## src/rtl/pcie_trn_tx_fifo_if.sv

```systemverilog
// User-side beat stream and TRN transmit pins of the TX framer.
// slave is the framer's view; master is the user/endpoint model's view.
interface pcie_trn_tx_fifo_if #(
  parameter int DW = 64
);
  localparam int RW = (DW == 128) ? 2 : 1;

  logic              s_valid;
  logic              s_ready;
  logic              s_sof;
  logic              s_eof;
  logic [RW-1:0]     s_dw;
  logic [DW-1:0]     s_data;

  logic              trn_lnk_up_n;
  logic [DW-1:0]     trn_td;
  logic [DW/8-1:0]   trn_trem_n;
  logic              trn_tsof_n;
  logic              trn_teof_n;
  logic              trn_tsrc_rdy_n;
  logic              trn_tsrc_dsc_n;
  logic              trn_tdst_rdy_n;
  logic              trn_tdst_dsc_n;
  logic [3:0]        trn_tbuf_av;

  modport slave (
    input  s_valid, s_sof, s_eof, s_dw, s_data,
    input  trn_lnk_up_n, trn_tdst_rdy_n, trn_tdst_dsc_n, trn_tbuf_av,
    output s_ready,
    output trn_td, trn_trem_n, trn_tsof_n, trn_teof_n, trn_tsrc_rdy_n, trn_tsrc_dsc_n
  );

  modport master (
    output s_valid, s_sof, s_eof, s_dw, s_data,
    output trn_lnk_up_n, trn_tdst_rdy_n, trn_tdst_dsc_n, trn_tbuf_av,
    input  s_ready,
    input  trn_td, trn_trem_n, trn_tsof_n, trn_teof_n, trn_tsrc_rdy_n, trn_tsrc_dsc_n
  );
endinterface

```

## src/rtl/pcie_trn_tx_fifo.sv

```systemverilog
// TRN transmit framer: FWFT beat FIFO, packet-start gating on link/tbuf_av,
// remainder mapping onto trn_trem_n, and flushing of discontinued packets.
module pcie_trn_tx_fifo #(
  parameter int DW       = 64,
  parameter int DEPTH    = 16,
  parameter int MIN_TBUF = 1
) (
  input  logic                       trn_clk,
  input  logic                       trn_reset,
  pcie_trn_tx_fifo_if.slave          bus,
  output logic [$clog2(DEPTH):0]     fifo_level,
  output logic [15:0]                drop_count
);

  localparam int RW  = (DW == 128) ? 2 : 1;
  localparam int NDW = DW / 32;
  localparam int RMW = DW / 8;
  localparam int AW  = $clog2(DEPTH);
  localparam int LW  = AW + 1;
  localparam int EW  = 2 + RW + DW;
  localparam logic [3:0] MIN_TBUF_L = 4'(MIN_TBUF);

  typedef enum logic [1:0] {
    S_IDLE,
    S_SEND,
    S_DRAIN
  } state_t;

  state_t           r_state;
  logic [EW-1:0]    r_mem [DEPTH];
  logic [AW-1:0]    r_wr_ptr;
  logic [AW-1:0]    r_rd_ptr;
  logic [LW-1:0]    r_level;
  logic [15:0]      r_drop;

  logic             w_full;
  logic             w_head_valid;
  logic [EW-1:0]    w_head;
  logic             w_head_sof;
  logic             w_head_eof;
  logic [RW-1:0]    w_head_dw;
  logic [DW-1:0]    w_head_data;
  logic             w_push;
  logic             w_pop;
  logic             w_drop;
  logic             w_abort;
  logic             w_start;
  logic             w_tsrc_rdy;

  function automatic logic [RMW-1:0] f_trem(input logic eof, input logic [RW-1:0] dw);
    logic [RMW-1:0] m;
    m = '1;
    for (int i = 0; i < NDW; i++) begin
      if (!eof || (i <= int'(dw))) m[RMW-1-4*i -: 4] = 4'h0;
    end
    return m;
  endfunction

  function automatic logic [15:0] f_sat_inc(input logic [15:0] v);
    return (v == 16'hFFFF) ? v : v + 16'd1;
  endfunction

  assign w_full       = (r_level == LW'(DEPTH));
  assign w_head_valid = (r_level != '0);
  assign w_head       = r_mem[r_rd_ptr];
  assign w_head_sof   = w_head[EW-1];
  assign w_head_eof   = w_head[EW-2];
  assign w_head_dw    = w_head[DW +: RW];
  assign w_head_data  = w_head[DW-1:0];

  assign bus.s_ready  = !w_full && !trn_reset;
  assign w_push       = bus.s_valid && bus.s_ready;

  // Packet start is gated only here; mid-packet tbuf_av changes are ignored.
  assign w_start = w_head_valid && w_head_sof && !bus.trn_lnk_up_n &&
                   (bus.trn_tbuf_av >= MIN_TBUF_L);
  assign w_abort = !bus.trn_tdst_dsc_n || bus.trn_lnk_up_n;

  always_comb begin
    w_pop  = 1'b0;
    w_drop = 1'b0;
    case (r_state)
      S_IDLE: begin
        if (w_head_valid && !w_head_sof) begin
          w_pop  = 1'b1;
          w_drop = 1'b1;
        end
      end
      S_SEND: begin
        // A discontinue takes priority over a beat that would transfer now.
        if (w_abort) begin
          w_drop = 1'b1;
        end else if (w_head_valid && !bus.trn_tdst_rdy_n) begin
          w_pop = 1'b1;
        end
      end
      S_DRAIN: begin
        w_pop = w_head_valid;
      end
      default: begin
        w_pop  = 1'b0;
        w_drop = 1'b0;
      end
    endcase
  end

  always_ff @(posedge trn_clk or posedge trn_reset) begin
    if (trn_reset) begin
      r_state  <= S_IDLE;
      r_wr_ptr <= '0;
      r_rd_ptr <= '0;
      r_level  <= '0;
      r_drop   <= '0;
    end else begin
      case (r_state)
        S_IDLE:  if (w_start) r_state <= S_SEND;
        S_SEND: begin
          if (w_abort)                  r_state <= S_DRAIN;
          else if (w_pop && w_head_eof) r_state <= S_IDLE;
        end
        S_DRAIN: if (w_pop && w_head_eof) r_state <= S_IDLE;
        default: r_state <= S_IDLE;
      endcase
      if (w_push) r_wr_ptr <= r_wr_ptr + AW'(1);
      if (w_pop)  r_rd_ptr <= r_rd_ptr + AW'(1);
      r_level <= r_level + LW'(w_push) - LW'(w_pop);
      if (w_drop) r_drop <= f_sat_inc(r_drop);
    end
  end

  always_ff @(posedge trn_clk) begin
    if (w_push) r_mem[r_wr_ptr] <= {bus.s_sof, bus.s_eof, bus.s_dw, bus.s_data};
  end

  assign w_tsrc_rdy         = (r_state == S_SEND) && w_head_valid;
  assign bus.trn_tsrc_rdy_n = !w_tsrc_rdy;
  assign bus.trn_tsof_n     = !(w_tsrc_rdy && w_head_sof);
  assign bus.trn_teof_n     = !(w_tsrc_rdy && w_head_eof);
  assign bus.trn_tsrc_dsc_n = 1'b1;
  assign bus.trn_td         = w_tsrc_rdy ? w_head_data : '0;
  assign bus.trn_trem_n     = w_tsrc_rdy ? f_trem(w_head_eof, w_head_dw) : '1;

  assign fifo_level = r_level;
  assign drop_count = r_drop;

endmodule

```

## src/flat_wrapper.sv

```systemverilog
// flat-port wrapper written by rule: the top's interface ports become plain ports
module pcie_trn_tx_fifo_flat 
#(
  parameter int DW       = 64,
  parameter int DEPTH    = 16,
  parameter int MIN_TBUF = 1
)
  (trn_clk, trn_reset, fifo_level, drop_count, bus_s_valid, bus_s_sof, bus_s_eof, bus_s_dw, bus_s_data, bus_trn_lnk_up_n, bus_trn_tdst_rdy_n, bus_trn_tdst_dsc_n, bus_trn_tbuf_av, bus_s_ready, bus_trn_td, bus_trn_trem_n, bus_trn_tsof_n, bus_trn_teof_n, bus_trn_tsrc_rdy_n, bus_trn_tsrc_dsc_n);
  pcie_trn_tx_fifo_if #(.DW(DW)) bus_i ();
  input  logic trn_clk;
  input  logic trn_reset;
  output logic [$clog2(DEPTH):0] fifo_level;
  output logic [15:0] drop_count;
  input wire logic [$bits(bus_i.s_valid)-1:0] bus_s_valid;
  input wire logic [$bits(bus_i.s_sof)-1:0] bus_s_sof;
  input wire logic [$bits(bus_i.s_eof)-1:0] bus_s_eof;
  input wire logic [$bits(bus_i.s_dw)-1:0] bus_s_dw;
  input wire logic [$bits(bus_i.s_data)-1:0] bus_s_data;
  input wire logic [$bits(bus_i.trn_lnk_up_n)-1:0] bus_trn_lnk_up_n;
  input wire logic [$bits(bus_i.trn_tdst_rdy_n)-1:0] bus_trn_tdst_rdy_n;
  input wire logic [$bits(bus_i.trn_tdst_dsc_n)-1:0] bus_trn_tdst_dsc_n;
  input wire logic [$bits(bus_i.trn_tbuf_av)-1:0] bus_trn_tbuf_av;
  output wire logic [$bits(bus_i.s_ready)-1:0] bus_s_ready;
  output wire logic [$bits(bus_i.trn_td)-1:0] bus_trn_td;
  output wire logic [$bits(bus_i.trn_trem_n)-1:0] bus_trn_trem_n;
  output wire logic [$bits(bus_i.trn_tsof_n)-1:0] bus_trn_tsof_n;
  output wire logic [$bits(bus_i.trn_teof_n)-1:0] bus_trn_teof_n;
  output wire logic [$bits(bus_i.trn_tsrc_rdy_n)-1:0] bus_trn_tsrc_rdy_n;
  output wire logic [$bits(bus_i.trn_tsrc_dsc_n)-1:0] bus_trn_tsrc_dsc_n;
  assign bus_i.s_valid = bus_s_valid;
  assign bus_i.s_sof = bus_s_sof;
  assign bus_i.s_eof = bus_s_eof;
  assign bus_i.s_dw = bus_s_dw;
  assign bus_i.s_data = bus_s_data;
  assign bus_i.trn_lnk_up_n = bus_trn_lnk_up_n;
  assign bus_i.trn_tdst_rdy_n = bus_trn_tdst_rdy_n;
  assign bus_i.trn_tdst_dsc_n = bus_trn_tdst_dsc_n;
  assign bus_i.trn_tbuf_av = bus_trn_tbuf_av;
  assign bus_s_ready = bus_i.s_ready;
  assign bus_trn_td = bus_i.trn_td;
  assign bus_trn_trem_n = bus_i.trn_trem_n;
  assign bus_trn_tsof_n = bus_i.trn_tsof_n;
  assign bus_trn_teof_n = bus_i.trn_teof_n;
  assign bus_trn_tsrc_rdy_n = bus_i.trn_tsrc_rdy_n;
  assign bus_trn_tsrc_dsc_n = bus_i.trn_tsrc_dsc_n;
  pcie_trn_tx_fifo #(.DW(DW), .DEPTH(DEPTH), .MIN_TBUF(MIN_TBUF)) u_core (.trn_clk(trn_clk), .trn_reset(trn_reset), .bus(bus_i), .fifo_level(fifo_level), .drop_count(drop_count));
endmodule
```

## config.mk

```make
export PLATFORM = sky130hd
export DESIGN_NAME = pcie_trn_tx_fifo_flat
export DESIGN_NICKNAME = d
export VERILOG_FILES = /design/src/rtl/pcie_trn_tx_fifo_if.sv /design/src/rtl/pcie_trn_tx_fifo.sv /design/src/flat_wrapper.sv
export SDC_FILE = /design/constraint.sdc
export NUM_CORES = 1
export LEC_CHECK = 0
export ABC_AREA = 1
export CAP_MARGIN = 40
export CORE_UTILIZATION = 60
export CTS_CLUSTER_SIZE = 24
export DETAILED_ROUTE_END_ITERATION = 12
export PLACE_DENSITY = 0.79
export SYNTH_ARGS = -nofsm -noshare
export SYNTH_HDL_FRONTEND = slang
export SYNTH_SLANG_ARGS = --single-unit
export TNS_END_PERCENT = 5
```

## constraint.sdc

```tcl
create_clock -name trn_clk -period 12.7 [get_ports trn_clk]
set_input_delay 1.27 -clock trn_clk [delete_from_list [all_inputs] [get_ports trn_clk]]
set_output_delay 1.27 -clock trn_clk [all_outputs]
set_load 0.005 [all_outputs]
```

# == Word-level counts from Yosys, hierarchy flattened ==
# Memories as Yosys holds them, arrays and structs flattened.
# Index checks and enable logic that the tools add are counted.
# op_classes
bitwise_logic,1
n_mux,15
n_reduce_logical,26
magnitude_cmp,2
n_eq_ne,5
addsub,5
# ops
cell,count
$mux 64,1
$add 16x1->16 const B,1
$eq 16x16->1 const B,1
$logic_and 1x1->1,11
$logic_not 1->1,10
$add 4x1->4 const B,2
$mux 8,1
$mux 1,6
$mux 2,3
$pmux 2 s3,1
$add 5x1->5,1
$eq 5x5->1 const B,1
$reduce_bool 5->1,1
$sub 5x1->5,1
$ge 4x1->1 const B,1
$mux 4,1
$pmux 1 s3,1
$eq 2x1->1 const B,1
$eq 2x2->1 const B,1
$logic_not 2->1,1
$logic_or 1x1->1,2
$ne 2x1->1 const B,1
$pmux 1 s2,1
$reduce_and 2->1,1
other kinds (2),2
# word_totals
reg_bits,31
in_bits,77
mem_count,1
elab_cells,60
out_inout_bits,98
mem_bits_rw,1072
# memory_table
memory,depth,width,read_ports,rd_ports_with_merged_regs,wr,line_no,source
u_core.r_mem,16,67,1,0,1,pcie_trn_tx_fifo.sv:30,logic [EW-1:0] r_mem [DEPTH];

# == Depth between registers and ports, before layout ==
# depth
word_depth,9
ltp_mapped,18

# == Worst setup path before layout ==
# No wires, ideal clock.
# synth_timing
path_kind,input -> register
start,input port trn_reset
end,memory u_core.r_mem[11][0] (netlist bit) (enable)
setup_ps,493
setup_slack_ps,6813
n_path_buf,0
path_stages,7
t_arrival_ps,5394
t_required_ps,12207
cell_sequence,inv_1 > o21ai_0 > inv_1 > nand2_1 > clkinv_1 > nand2_1 > nor2_1
# synth_between
elab_chain_len,5
# synth_lines
element,line_no,source
from (decl),flat_wrapper.sv:11,input logic trn_reset;
$logic_not 1->1,pcie_trn_tx_fifo.sv:71,assign bus.s_ready = !w_full && !trn_reset;
$logic_and 1x1->1,pcie_trn_tx_fifo.sv:71,
via bus_s_ready,flat_wrapper.sv:23,output wire logic [$bits(bus_i.s_ready)-1:0] bus_s_ready;
$logic_and 1x1->1,pcie_trn_tx_fifo.sv:72,assign w_push = bus.s_valid && bus.s_ready;
via u_core.w_push,pcie_trn_tx_fifo.sv:43,logic w_push;
$mux 1,pcie_trn_tx_fifo.sv:132,"if (w_push) r_mem[r_wr_ptr] <= {bus.s_sof, bus.s_eof, bus.s_dw, bus.s_data};"
$mux 1 (implied by the code),pcie_trn_tx_fifo.sv:132,
to (decl),pcie_trn_tx_fifo.sv:30,
# The timed path passes the listed nets, and every way through them passes these cells.

# == Worst setup path in the final report ==
# layout_timing
start,register u_core.r_rd_ptr[0]
end,output port bus_trn_trem_n[3]
# layout_between
elab_chain_len,5
# layout_lines
element,line_no,source
from (decl),pcie_trn_tx_fifo.sv:32,logic [AW-1:0] r_rd_ptr;
from (signal assigned),pcie_trn_tx_fifo.sv:125,if (w_pop) r_rd_ptr <= r_rd_ptr + AW'(1);
$mem_v2 16x67 (*),-,
$le 1x1->1 / $logic_not 1->1 (equally long branches),-,
$logic_or 1x1->1 (*),pcie_trn_tx_fifo.sv:54,if (!eof || (i <= int'(dw))) m[RMW-1-4*i -: 4] = 4'h0;
$mux 4 (*),pcie_trn_tx_fifo.sv:54,
$mux 8 (*),pcie_trn_tx_fifo.sv:141,"assign bus.trn_trem_n = w_tsrc_rdy ? f_trem(w_head_eof, w_head_dw) : '1;"
to (decl),flat_wrapper.sv:25,output wire logic [$bits(bus_i.trn_trem_n)-1:0] bus_trn_trem_n;
# Every way passes the cells marked *; elsewhere a longest branch is shown, timed or not.

==> summary.txt <==
Outcome
  • Outcome: completed

STA
  • Max Clk Rate: roughly 0.16 GHz
  • Max-slew violation count: 0
  • Sum of negative setup slack: 0 ns
  • Period minus WS final: ~6.2 ns
  • Unrepaired setup endpoints after global routing: no
  • Worst slew pin tran: slightly below 1 ns
  • Final setup viols: 0
  • Max_slew headroom: 35.8%
  • Period utilization: between 40% and 50%
  • Clock Skews: 0.0238 ns
  • Final hold vios: 0

Logic synthesis
  • Count of cell types in the netlist: 35
  • Prevailing post-synth register cell: edfxtp_1
  • Ys Warns: 0
  • Sequential area share after synthesis: 75.8%
  • Number of enable flip-flop cells after synthesis: approximately 1100
  • Async S/R FF share, synth: 2.81%
  • Post-Syn Nets: between 3000 and 4000
  • Syn Inst Count: approximately 3200
  • Yosys reg bits: roughly 1100
  • Syn Area/Cell: between 10 and 15 sq um
  • Post-Syn Area: around 44000 sq um

Pwr
  • Clk pwr share: between 20 and 30%
  • P_leak: between 15 and 20 nW
  • Power Density: between 200 and 250 nW/um^2
  • Combinational Power Share: between 30% and 40%
  • Peak supply drop: about 0.00017 V
  • Flop pwr share: ~40%
  • Sw Share: 34.7%
  • Pint: approximately 7.1 mW
  • Switching Power: around 3.8 mW

Floorplan
  • Die footprint: around 74000 sq um
  • Core area: between 70000 and 80000 sq um
  • Initial Utilization: about three fifths
  • Ports: 175
  • Die width: roughly 270 um
  • Die Ht: around 270 um
  • FP Rows: just under 100

Clocking
  • TritonCTS Buffers: approximately 110
  • TritonCTS clock tree: yes
  • PostCTS Resize Cnt: 0
  • Clock root buffer: clkbuf_16
  • Max Buffers Root-to-Sink: 3
  • Worst-Skew Late Latency: between 0.6 and 0.7 ns
  • Post-CTS setup buffers: 0
  • CTS sink count: 1103
  • Clk slew on worst S/H paths: roughly 0.060 ns
  • Hold-fix buffers, CTS: 0
  • H-tree depth: 3

Global routing
  • Global-route wire length before repair: roughly 160000 um
  • Antenna violations before repair: 8
  • Largest net degree at the start of global routing: between 100 and 150
  • Overall routing resource usage: 28.9%
  • Vias in the first global route: 27948
  • Grt ovf: 0

Setup path
  • Largest delay contributor family on the critical path: buffers and inverters
  • Buf/Inv on CP: 7
  • Slowest Stage Delay on Critical Path: approximately 0.63 ns
  • Crit-path cells: buf_16 > inv_8 > buf_4 > buf_16 > buf_4 > buf_16 > nand2_1 > nand3_1 > nand2_1 > a21oi_1 > nand2_1 > nand2_1 > nand3_1 > nand2_1 > clkdlybuf4s50_1
  • Setup crit end kind: output pin
  • Reg2Reg Setup Slack: approximately 8.3 ns
  • Slowest cell on crit path: dfrtp_4
  • CP Depth: 15
  • Setup crit end: bus_trn_trem_n[3]
  • CP startpoint: u_core.r_rd_ptr[0]
  • FF-to-FF path depth: 15
  • Reg2reg end: u_core.fifo_level[4]
  • CP most frequent cell: nand2_1
  • CP arrival: roughly 4.9 ns
  • Crit Path Category: register to output pin
  • Max FO, Critical Path: 94
  • Data required time of the worst path: about 11 ns
  • Setup crit start kind: register
  • FF-to-FF Start: u_core.r_rd_ptr[2]

Finish
  • Post-layout nets: about 3400
  • Layout filler cell count: 4399
  • Layout cells sized above 1: 7.38%
  • Cell area after layout: around 50000 sq um
  • Area Growth Syn to Fin: 14.5%

Place
  • RD Place Congestion: roughly 0.80
  • # port buffers: 173
  • HPWL after DPL: around 57000 um
  • Instance area after placement: roughly 46000 sq um

Drt
  • Vias/cell: roughly 6.6
  • DR iter-0 viols: roughly 4000
  • WL per Instance: between 20 and 25 um
  • First-pass iteration count of the detailed router: 6
  • Total wire length: 108000 um
  • Via count: 28467
  • Antenna Nets Post-Route: 0
  • DRC errors left: 0

Worst hold path
  • Min-Delay Path Class: register to register

Job
  • Max cap viols: 0
==> power by group through the flow <==
stage / combinational (mW) / sequential, mW / clock, mW
after CTS: 3.43 / 4.33 / 3.04
after global routing: 3.74 / 4.35 / 3.17
after floorplan: 2.23 / 4.34 / 0
after global placement: 3.01 / 4.46 / 0
after detailed placement: 3.38 / 4.40 / 0
final: 3.46 / 4.33 / 3.03
==> per-layer routing <==
layer	GRT usage, %	vias to the layer above	share of wire (%)
met5	0	-	0.041
met4	12.7	6	3.4
met3	4.97	284	10
met2	47.3	1960	49
met1	38.3	13974	37
li1	-	12243	-
==> Yosys cell counts, types with 9 or more instances <==
master | count | share of area, %
edfxtp_1 | 1072 | 74
nor2_1 | 583 | 5.0
o21ai_0 | 519 | 6.0
nand2_1 | 156 | 1.3
clkbuf_1 | 140 | 1.2
o22ai_1 | 134 | 1.9
o221ai_1 | 105 | 2.1
o211ai_1 | 80 | 1.4
nand3_1 | 58 | 0.67
a21oi_1 | 52 | 0.60
inv_1 | 46 | 0.40
buf_2 | 40 | 0.46
buf_4 | 36 | 0.62
dfrtp_1 | 31 | 1.8
o2111ai_1 | 20 | 0.40
and3_1 | 19 | 0.27
o21ai_1 | 18 | 0.21
buf_6 | 14 | 0.36
ha_1 | 12 | 0.35
xor2_1 | 12 | 0.24
xnor2_1 | 9 | 0.18
==> flip-flops by register name, indices dropped and copies added (netlist names) <==
signal	flops
u_core.drop_count	16
u_core.fifo_level	5
u_core.r_rd_ptr	4
u_core.r_wr_ptr	4
u_core.r_mem	1072
u_core.r_state	2
==> through the flow <==
step	instances	setup WS, ns	total power [mW]	util [%]	hold slack (ns)
detailed placement	4143	7.29	7.78	64.9	0.530
finish	4342	6.54	10.8	69.6	0.540
global placement	4110	6.16	7.47	63.7	0.512
floorplan	3189	6.81	6.57	-	0.506
CTS	4336	6.55	10.8	69.5	0.542
global route	4340	6.26	11.3	69.6	0.572
==> layout by cell type (no fill, tap or decap), drive strengths merged <==
cell | Yosys | final
nor4 | 1 | 1
clkbuf | 140 | 123
o21ai | 537 | 537
edfxtp | 1072 | 1072
o2111ai | 20 | 20
nand2 | 158 | 158
buf | 98 | 69
ha | 12 | 12
nor2 | 584 | 584
nor3 | 4 | 4
xnor2 | 9 | 9
conb | 1 | 1
bufinv | 0 | 8
a21oi | 52 | 52
o221ai | 105 | 105
diode | 0 | 6
clkinv | 1 | 59
clkdlybuf4s50 | 0 | 173
o211ai | 80 | 80
a31oi | 1 | 1
nand3b | 2 | 2
o22ai | 134 | 134
and3 | 19 | 19
nand3 | 59 | 59
fa | 1 | 1
inv | 48 | 49
dfrtp | 31 | 31
clkinvlp | 0 | 3
nand4 | 8 | 8
xor2 | 12 | 12
==> final cells by class <==
cell class	instances	area (sq um)	share of cell area, %
tap	950	1190	2.39
sequential	1103	33000	66.2
antenna	6	15.0	0.0301
clock buffer	123	2760	5.54
multi-input combinational	1799	9270	18.6
inverter	49	198	0.397
clock inverter	70	582	1.17
timing repair buffer	242	2820	5.65
==> kinds of logic (layout without fill, tap and decap cells) <==
group           Yosys count  in the layout  synth area share (%)
flops                  1103           1103                  75.8
compound gates          929            929                  12.6
other cells               1              7               0.00862
fa+ha+maj                13             13                 0.391
simple gates            835            835                  7.59
xor+xnor                 21             21                 0.423
buf+inv                 287            484                  3.20
==> worst min path at each step <==
stage	start	endpoint	slack, ns	cells after the start
floorplan	u_core.drop_count[11]	u_core.drop_count[11]	0.51	2
global placement	u_core.drop_count[1]	u_core.drop_count[1]	0.51	2
detailed placement	u_core.drop_count[11]	u_core.drop_count[11]	0.53	2
CTS	u_core.drop_count[0]	u_core.drop_count[0]	0.54	1
global route	u_core.drop_count[0]	u_core.drop_count[0]	0.57	1
finish	u_core.drop_count[0]	u_core.drop_count[0]	0.54	1
Note: power is estimated with default switching activity, not from simulation.
